## config.mk

```make
export PLATFORM = sky130hd
export DESIGN_NAME = load_store_unit
export DESIGN_NICKNAME = d
export VERILOG_FILES = /design/src/rtl/load_store_unit_pkg.sv /design/src/rtl/load_store_unit_load_extend.sv /design/src/rtl/load_store_unit.sv
export SDC_FILE = /design/constraint.sdc
export NUM_CORES = 1
export LEC_CHECK = 0
export ABC_AREA = 1
export CORE_ASPECT_RATIO = 0.75
export CORE_MARGIN = 5
export CORE_UTILIZATION = 39
export CTS_CLUSTER_DIAMETER = 40
export DETAILED_ROUTE_END_ITERATION = 16
export PLACE_DENSITY = 0.76
export SYNTH_ARGS = -nofsm -noshare
export SYNTH_HDL_FRONTEND = slang
export SYNTH_SLANG_ARGS = --single-unit
```

## constraint.sdc

```tcl
create_clock -name clk -period 5.05 [get_ports clk]
set_input_delay 1.01 -clock clk [delete_from_list [all_inputs] [get_ports clk]]
set_output_delay 1.01 -clock clk [all_outputs]
set_load 0.1 [all_outputs]
```

## src/rtl/load_store_unit_pkg.sv

```systemverilog
// Shared types and encodings for the load/store unit: FSM states, RISC-V width
// codes, memory write-enable codes and the request legality check.
package load_store_unit_pkg;

    typedef enum logic [1:0] {
        ST_IDLE   = 2'd0,
        ST_ACCESS = 2'd1,
        ST_RESP   = 2'd2
    } lsu_state_t;

    localparam logic [2:0] F3_B  = 3'b000;
    localparam logic [2:0] F3_H  = 3'b001;
    localparam logic [2:0] F3_W  = 3'b010;
    localparam logic [2:0] F3_BU = 3'b100;
    localparam logic [2:0] F3_HU = 3'b101;

    localparam logic [2:0] WE_NONE = 3'b000;
    localparam logic [2:0] WE_BYTE = 3'b001;
    localparam logic [2:0] WE_HALF = 3'b011;
    localparam logic [2:0] WE_WORD = 3'b111;

    // Unsigned/extended widths exist only for loads; halves and words must be naturally aligned.
    function automatic logic req_illegal(logic is_store, logic [2:0] funct3, logic [1:0] addr_lo);
        logic bad;
        bad = 1'b0;
        case (funct3)
            F3_B:    bad = 1'b0;
            F3_H:    bad = addr_lo[0];
            F3_W:    bad = (addr_lo != 2'b00);
            F3_BU:   bad = is_store;
            F3_HU:   bad = is_store | addr_lo[0];
            default: bad = 1'b1;
        endcase
        return bad;
    endfunction

    function automatic logic [2:0] write_enable_code(logic [2:0] funct3);
        logic [2:0] code;
        case (funct3)
            F3_B:    code = WE_BYTE;
            F3_H:    code = WE_HALF;
            F3_W:    code = WE_WORD;
            default: code = WE_NONE;
        endcase
        return code;
    endfunction

endpackage

```

## src/rtl/load_store_unit_load_extend.sv

```systemverilog
// Reassembles the memory read lanes into a little-endian value and applies
// sign or zero extension according to the load width code.
module load_store_unit_load_extend
    import load_store_unit_pkg::*;
#(
    parameter int WORD_LENGTH = 32
) (
    input  logic [2:0]             funct3,
    input  logic [WORD_LENGTH-1:0] raw,
    output logic [WORD_LENGTH-1:0] data
);

    logic [7:0]  byte_val;
    logic [15:0] half_val;
    logic [31:0] word_val;
    logic [31:0] ext;

    // Memory presents the addressed byte in the top lane, later bytes below it.
    assign byte_val = raw[31:24];
    assign half_val = {raw[23:16], raw[31:24]};
    assign word_val = {raw[7:0], raw[15:8], raw[23:16], raw[31:24]};

    always_comb begin
        ext = word_val;
        case (funct3)
            F3_B:    ext = {{24{byte_val[7]}}, byte_val};
            F3_H:    ext = {{16{half_val[15]}}, half_val};
            F3_BU:   ext = {24'd0, byte_val};
            F3_HU:   ext = {16'd0, half_val};
            default: ext = word_val;
        endcase
    end

    assign data = WORD_LENGTH'(ext);

endmodule

```

## src/rtl/load_store_unit.sv

```systemverilog
// Single-outstanding load/store unit between a CPU request/response handshake
// and a byte-addressed memory with a combinational read port.
//
// state     | meaning
// ST_IDLE   | ready for a request; latches it on req_valid
// ST_ACCESS | one-cycle memory strobe; load data captured at cycle end
// ST_RESP   | response held until resp_ready
module load_store_unit
    import load_store_unit_pkg::*;
#(
    parameter int WORD_LENGTH = 32,
    parameter int ADDR_WIDTH  = 32
) (
    input  logic                   clk,
    input  logic                   rst,
    input  logic                   req_valid,
    output logic                   req_ready,
    input  logic                   req_is_store,
    input  logic [2:0]             req_funct3,
    input  logic [ADDR_WIDTH-1:0]  req_addr,
    input  logic [WORD_LENGTH-1:0] req_wdata,
    output logic                   resp_valid,
    input  logic                   resp_ready,
    output logic [WORD_LENGTH-1:0] resp_rdata,
    output logic                   resp_error,
    output logic [ADDR_WIDTH-1:0]  mem_address,
    output logic [WORD_LENGTH-1:0] mem_write_data,
    output logic [2:0]             mem_write_enable,
    output logic                   mem_read_enable,
    input  logic [WORD_LENGTH-1:0] mem_data_out
);

    lsu_state_t             state, state_nxt;
    logic                   is_store_q;
    logic [2:0]             funct3_q;
    logic [ADDR_WIDTH-1:0]  addr_q;
    logic [WORD_LENGTH-1:0] wdata_q;
    logic [WORD_LENGTH-1:0] rdata_q;
    logic                   error_q;
    logic                   req_bad;
    logic [WORD_LENGTH-1:0] load_data;

    assign req_bad = req_illegal(req_is_store, req_funct3, req_addr[1:0]);

    load_store_unit_load_extend #(
        .WORD_LENGTH(WORD_LENGTH)
    ) u_load_extend (
        .funct3(funct3_q),
        .raw   (mem_data_out),
        .data  (load_data)
    );

    always_ff @(posedge clk or posedge rst) begin
        if (rst) begin
            state <= ST_IDLE;
        end else begin
            state <= state_nxt;
        end
    end

    always_comb begin
        state_nxt = state;
        case (state)
            ST_IDLE:   if (req_valid) state_nxt = req_bad ? ST_RESP : ST_ACCESS;
            ST_ACCESS: state_nxt = ST_RESP;
            ST_RESP:   if (resp_ready) state_nxt = ST_IDLE;
            default:   state_nxt = ST_IDLE;
        endcase
    end

    always_ff @(posedge clk or posedge rst) begin
        if (rst) begin
            is_store_q <= 1'b0;
            funct3_q   <= 3'b000;
            addr_q     <= '0;
            wdata_q    <= '0;
            rdata_q    <= '0;
            error_q    <= 1'b0;
        end else begin
            if (state == ST_IDLE && req_valid) begin
                is_store_q <= req_is_store;
                funct3_q   <= req_funct3;
                addr_q     <= req_addr;
                wdata_q    <= req_wdata;
                rdata_q    <= '0;
                error_q    <= req_bad;
            end
            if (state == ST_ACCESS && !is_store_q) begin
                rdata_q <= load_data;
            end
        end
    end

    // Outputs are gated by rst as well so they collapse without waiting for a clock.
    always_comb begin
        req_ready        = 1'b0;
        resp_valid       = 1'b0;
        resp_rdata       = '0;
        resp_error       = 1'b0;
        mem_address      = '0;
        mem_write_data   = '0;
        mem_write_enable = WE_NONE;
        mem_read_enable  = 1'b0;
        if (!rst) begin
            case (state)
                ST_IDLE: req_ready = 1'b1;
                ST_ACCESS: begin
                    mem_address = addr_q;
                    if (is_store_q) begin
                        mem_write_enable = write_enable_code(funct3_q);
                        mem_write_data   = wdata_q;
                    end else begin
                        mem_read_enable = 1'b1;
                    end
                end
                ST_RESP: begin
                    resp_valid = 1'b1;
                    resp_rdata = rdata_q;
                    resp_error = error_q;
                end
                default: ;
            endcase
        end
    end

endmodule

```

# After elaboration in Yosys (flattened, before gate mapping)
# Index checks and enable logic that the tools add are counted.
# word_totals
reg_bits	103
latchBits	0
mem_bits_rw	0
romBits	0
inputBits	104
output_inout_bits	103
word_cells	57
mem_count	0
# op_classes
n_addsub	0
multipliers	0
div_mod_pow	0
magnitude_cmp	0
eq_ne	12
shift	0
n_mux	28
n_bitwise	1
reduce_logical	9
# op_table
op	n
32-bit two-way mux	9
32-bit one-hot mux with 4 select lines	1
3-bit == test, second input constant	4
1-bit two-way mux	9
3-bit two-way mux	3
3-bit one-hot mux with 3 select lines	1
3-bit by 1-bit == test with 1-bit output, second input constant	2
3-bit by 2-bit == test with 1-bit output, second input constant	2
3-bit logical NOT	2
2-bit two-way mux	3
2-bit one-hot mux with 3 select lines	1
1-bit one-hot mux with 5 select lines	1
2-bit != test, second input constant	2
2-bit nonzero test	2
2-bit by 1-bit == test with 1-bit output, second input constant	1
2-bit == test, second input constant	1
1-bit logical AND	2
2-bit logical NOT	1
2-bit AND reduction	1
1-bit logical NOT	1
1-bit OR	1

# Depth between registers and ports, before layout
# Gate-level depths: netlist (run 1).
# logic_depth
ltp_word	5
ltp_mapped	7
depth_no_buf	6

# Modules after synthesis
# From an unflattened synthesis (run 1), not the netlist that was laid out.
# unflattened
hier_cells	677
area_unflattened_um2	5127.4
# by_module_without_submodules
mod	instances	cells_per_inst	area_per_inst_um2	seq_area_each_um2
load_store_unit	1	607	4738.3	2577.5
load_store_unit_load_extend	1	70	389.1	0.0

# Least setup slack after synthesis (run 1)
# Ideal clock, no wire load.
# synth_path
path_kind	input-to-output
from	input rst
to	output resp_rdata[22]
arrival_ps	5360
t_required_ps	4040
path_slack_ps	-1320
cell_stages	4
path_buffers	1
path_cell_list	inv_1 -> nand3_1 -> clkbuf_1 -> nor2_1
# synth_via
elab_chain_cells	1
# synth_lines
item	line_no	rtl
start, declared	load_store_unit.sv:15	input logic rst,
32-bit two-way mux	load_store_unit.sv:104	if (!rst) begin
end, declared	load_store_unit.sv:24	output logic [WORD_LENGTH-1:0] resp_rdata,
# Every way passes these cells.

# Final worst setup path (run 1)
# layout_path
from	input rst
to	output mem_read_enable
# layout_via
elab_chain_cells	1
# layout_lines
item	line_no	rtl
1-bit two-way mux	load_store_unit.sv:104	
end, declared	load_store_unit.sv:29	output logic mem_read_enable,
# Every way passes these cells.

==> results.toml, run 1 <==
[cts]
path_clk_slew_ns = 0.07
cts_hold_buf = 0
htreeDepth = 3
cts_resized = 0
cts.sinks = 103
ctsRootBufferMaster = "clkbuf_16"
numCtsBuffers = 9
cts_tree = "built"
insertion_delay_ns = 0.34
cts_setup_buffers = 0
cts.path.max_buffers = 2

[die]
start_util = 0.3980
dieArea_um2 = 14870
coreArea_um2 = 12260
fp.dieH_um = 106.9
ioPinCount = 207
num_rows = 35
fp.dieW_um = 139.2

[timing]
finalHoldViolCount = 0
skew_ns = 0.005935
setup_viol = 0
fin_crit_sh = 0.7463
tns_ns = 0
tightest_slew_ns = 0.9678
grt_setup_unrepaired = "false"
setup_slack_ns = 1.281
max_freq_mhz = 265.3
slew_headroom = 0.3528
min_period_ns = 3.769
drv_slew = 0

[pwr]
ir_worst_vdd_mv = 0.1628
p_leak_nw = 3.814
p_per_area_nw_per_um2 = 318.8

[final_layout]
final_cells = 1007
multi_input_area_um2 = 1684
drive_above_1_share = 0.1665
nets = 940
diodes = 0
nFillCells = 962
ff_latch_area_um2 = 2577
areaGrowthSynthToFinish_pct = 70.54

[synthesis]
yosysTopAreaCellShare = 0.5282
syn_area_per_cell_um2 = 7.565
syn_area_um2 = 4880
synth_edf_count = 0
yosysMostFrequentCell = "nor2_1"
synth_nets = 749
yosys-top-cells-area = "dfrtp_1 (53%), nor2_1 (10%), nand2_1 (10%)"
yosysWarnings = 0
yosys.area.top_type = "dfrtp_1"
synthFlopType = "dfrtp_1"
ys_ff_latch = 103
synth_cell_type_count = 25
synth_commonest_cells = "nor2_1 (135), nand2_1 (132), inv_1 (109)"
synthArstFlopShare = 1.000
syn_inst = 645
synth_seq_area_share = 0.5282

[placement]
dpl.cell_count = 991
dpl_worst_slack_ns = 1.283
dp_hpwl_um = 10500
io_buffers = 206
gp_congestion = 0.7614

[setup_path]
worst-path-max-fanout = 3
crit_path_end_kind = "output port"
critPathKind = "in -> out"
worstSetupStartpointType = "input pin"
cp_top_family = "buffers and inverters"
path_buf_inv = 2
crit_arrival_ns = 2.76
crit_chain = "clkdlybuf4s50_1 > nor2_1 > clkdlybuf4s50_1"
cp.required_ns = 4.04
cpMaxStageDelayCell = "clkdlybuf4s50_1"
cpPeakStageDelay_ns = 1.15
cp_common_cell = "clkdlybuf4s50_1"

[drt]
routedWlPerCell_um = 14.04
drt_iter0_drc = 265
routed_wl_um = 14140
drt-pass1-iter-count = 7
ant_nets = 0
vias = 4543
drc = 0
viasPerCell = 4.511

[global_route]
grt-ovfl-total = 0
grt_pass1_wl_um = 23440
grt_pass1_vias = 4561
gr-usage-all-layers = 0.1939
grt_max_degree = 67
antenna_found_initial = 0

[worst_hold_path]
hold_path.class = "reg -> reg"

[flow_run]
cap_violations = 0

[run_status]
outcome = "finished clean"
[worst register-to-register path, stage by stage, from the launching register on]
cell	delay, ns
dfrtp_1	0.49
inv_2	0.06
nand3_2	0.44
clkinv_2	0.75
buf_4	0.47
o21ai_0	0.21
[layout make-up]
cell class | count | share of cell area
sequential | 103 | 0.3097
clock buffer | 11 | 0.02917
inverter | 114 | 0.05202
tap | 166 | 0.02496
clock inverter | 5 | 0.004060
timing repair buffer | 214 | 0.3777
multi-input combinational | 394 | 0.2024
[registers in the layout, summed over array words and instances (netlist names)]
name and flops:
addr_q 32, rdata_q 32, wdata_q 32, funct3_q 3, state 2, error_q 1, is_store_q 1
[where the power goes]
group	switching [W]	internal (W)
Clock	0.000302	0.000347
Sequential	0.0000892	0.00104
Combinational	0.000565	0.000304
[metrics by stage]
stage	power, W	instance area (µm²)	hold slack (ns)	util
5_1_grt	0.002834	8322	0.5060	0.6787
3_5_place_dp	0.002025	8045	0.4816	0.6561
2_1_floorplan	0.001728	4883	0.4491	-
3_3_place_gp	0.001998	8045	0.4675	0.6561
4_1_cts	0.002686	8322	0.4963	0.6787
6_report	0.002653	8322	0.4964	0.6787
[layer usage]
metal  vias up  share of wire  global-route usage
li1       2303              -                   -
met1      2082           0.45              0.2532
met2       143           0.46              0.3094
met3        15          0.080             0.07490
met4         0         0.0093             0.03980
met5         -              0                   0
[logic make-up (layout without fill, tap and decap cells)]
kind of cell | Yosys count | in the layout | share of synthesized area
flops | 103 | 103 | 0.5282
simple gates | 298 | 298 | 0.2426
buf+inv | 148 | 344 | 0.1267
compound gates | 96 | 96 | 0.1026
[path summary, 6_finish.rpt]
path	slack (ns)	cells past startpoint	startpoint	end
min	0.50	2	addr_q[0]	addr_q[0]
max reg2reg	2.55	5	state[1]	addr_q[27]
max	1.28	3	rst	mem_read_enable
min reg2reg	0.50	2	addr_q[0]	addr_q[0]
min in group asynchronous	1.27	3	rst	is_store_q
max in group asynchronous	3.08	3	rst	rdata_q[27]
[cell usage in the layout, fill, tap and decap left out, drive strengths merged, types with 5 or more instances in the layout]
cell type	count
buf	110
clkbuf	11
clkdlybuf4s50	104
clkinv	5
dfrtp	103
inv	111
nand2	135
nand3	25
nor2	136
o21ai	92
(Power assumes the default switching activity.)
==> run 2, diff against run 1 <==
Clock period 5.05 ns to 3.3 ns, I/O delays scaled along.
==> results.toml, run 2 (same netlist as run 1, synthesis figures left out) <==
[run_status]
outcome = "finished clean"

[drt]
ant_nets = 0
drt_iter0_drc = 195
drc = 0
routed_wl_um = 15180
drt-pass1-iter-count = 5
viasPerCell = 4.744
routedWlPerCell_um = 14.99
vias = 4806

[cts]
path_clk_slew_ns = 0.07
cts.sinks = 103
ctsRootBufferMaster = "clkbuf_16"
cts_tree = "built"
cts_setup_buffers = 0
insertion_delay_ns = 0.34
cts.path.max_buffers = 2
cts_hold_buf = 0
htreeDepth = 3
cts_resized = 0
numCtsBuffers = 9

[placement]
dpl_worst_slack_ns = 0.3923
dpl.cell_count = 997
io_buffers = 206
dp_hpwl_um = 11950
gp_congestion = 0.8466

[setup_path]
cp.required_ns = 2.64
critPathKind = "in -> out"
worst-path-max-fanout = 19
crit_path_end_kind = "output port"
worstSetupStartpointType = "input pin"
crit_arrival_ns = 2.26

[timing]
fin_crit_sh = 0.8844
skew_ns = 0.005533
setup_viol = 0
finalHoldViolCount = 0
tns_ns = 0
tightest_slew_ns = 0.6008
whs_ns = 0.4973
slew_headroom = 0.5984
grt_setup_unrepaired = "false"
drv_slew = 0
max_freq_mhz = 342.6
min_period_ns = 2.919
setup_slack_ns = 0.3815

[die]
ioPinCount = 207
fp.dieH_um = 106.9
fp.dieW_um = 139.2
num_rows = 35
dieArea_um2 = 14870
start_util = 0.3980
coreArea_um2 = 12260

[pwr]
ir_worst_vdd_mv = 0.3345
p_per_area_nw_per_um2 = 482.8
p_leak_nw = 3.857

[global_route]
grt_max_degree = 46
grt-ovfl-total = 0
grt_pass1_vias = 5041
antenna_found_initial = 0
gr-usage-all-layers = 0.2115
grt_pass1_wl_um = 25290

[final_layout]
nets = 946
drive_above_1_share = 0.2538
areaGrowthSynthToFinish_pct = 79.85
mostFrequentLayoutCell = "nand2_1"
final_cells = 1013
diodes = 0
nFillCells = 857
top_regs = "addr_q: 32 flops, rdata_q: 32 flops, wdata_q: 32 flops"
most-common-layout-cells = "nand2_1 (132), inv_1 (107), buf_12 (106)"

[worst_hold_path]
hold_path.class = "reg -> reg"

[flow_run]
cap_violations = 0
## run 2: cell types whose count changed in the layout (fill, tap and decap cells not counted), sizes merged
cell | before | now
buf | 110 | 117
clkbuf | 11 | 9
clkinvlp | 3 | 5
clkdlybuf4s50 | 104 | 103
## run 2: per-layer routing
metal,up-vias,global-route usage,share of wire,wire length (µm)
met2,214,0.3572,0.48,7320
met5,-,0,0,0
met3,20,0.08382,0.10,1527
met1,2247,0.2546,0.40,6110
li1,2325,-,-,-
met4,0,0.05447,0.015,223
## run 2: worst paths after layout
path	startpoint	endpoint	slack, ns	cells after the start
max in group asynchronous	rst	addr_q[5]	1.99	3
worst max register to register	funct3_q[0]	rdata_q[29]	1.53	5
worst min register to register	error_q	error_q	0.50	2
min in group asynchronous	rst	state[1]	0.97	3
worst max-delay path	rst	mem_write_data[31]	0.38	6
worst min-delay path	error_q	error_q	0.50	2
## run 2: where the power goes
part           internal [W]  switching (W)
Combinational      0.000499       0.000986
Clock              0.000518       0.000486
Sequential          0.00160       0.000149
## run 2: stage by stage
step / util / area [µm²] / power [W]
6_report: 0.7157 / 8776 / 0.004237
5_1_grt: 0.7157 / 8776 / 0.004501
4_1_cts: 0.7157 / 8776 / 0.004282
3_5_place_dp: 0.6927 / 8493 / 0.003262
3_3_place_gp: 0.6927 / 8493 / 0.003192
2_1_floorplan: - / 5253 / 0.002763
## run 2: final cells by class
cell class,count,area (µm²),share of cell area
flip-flops and latches,103,2577,0.2937
clock inverters,7,57.56,0.006558
clock buffers,9,225.2,0.02566
inverters,114,436.7,0.04976
multi-input cells,394,2036,0.2320
well taps,166,207.7,0.02367
repair buffers,220,3236,0.3687
## run 2: critical path, stage by stage
cell and delay [ns]:
clkdlybuf4s50_1 0.60, clkinvlp_4 0.24, nand3_4 0.23, buf_12 0.23
nor2_1 0.10, buf_12 0.17
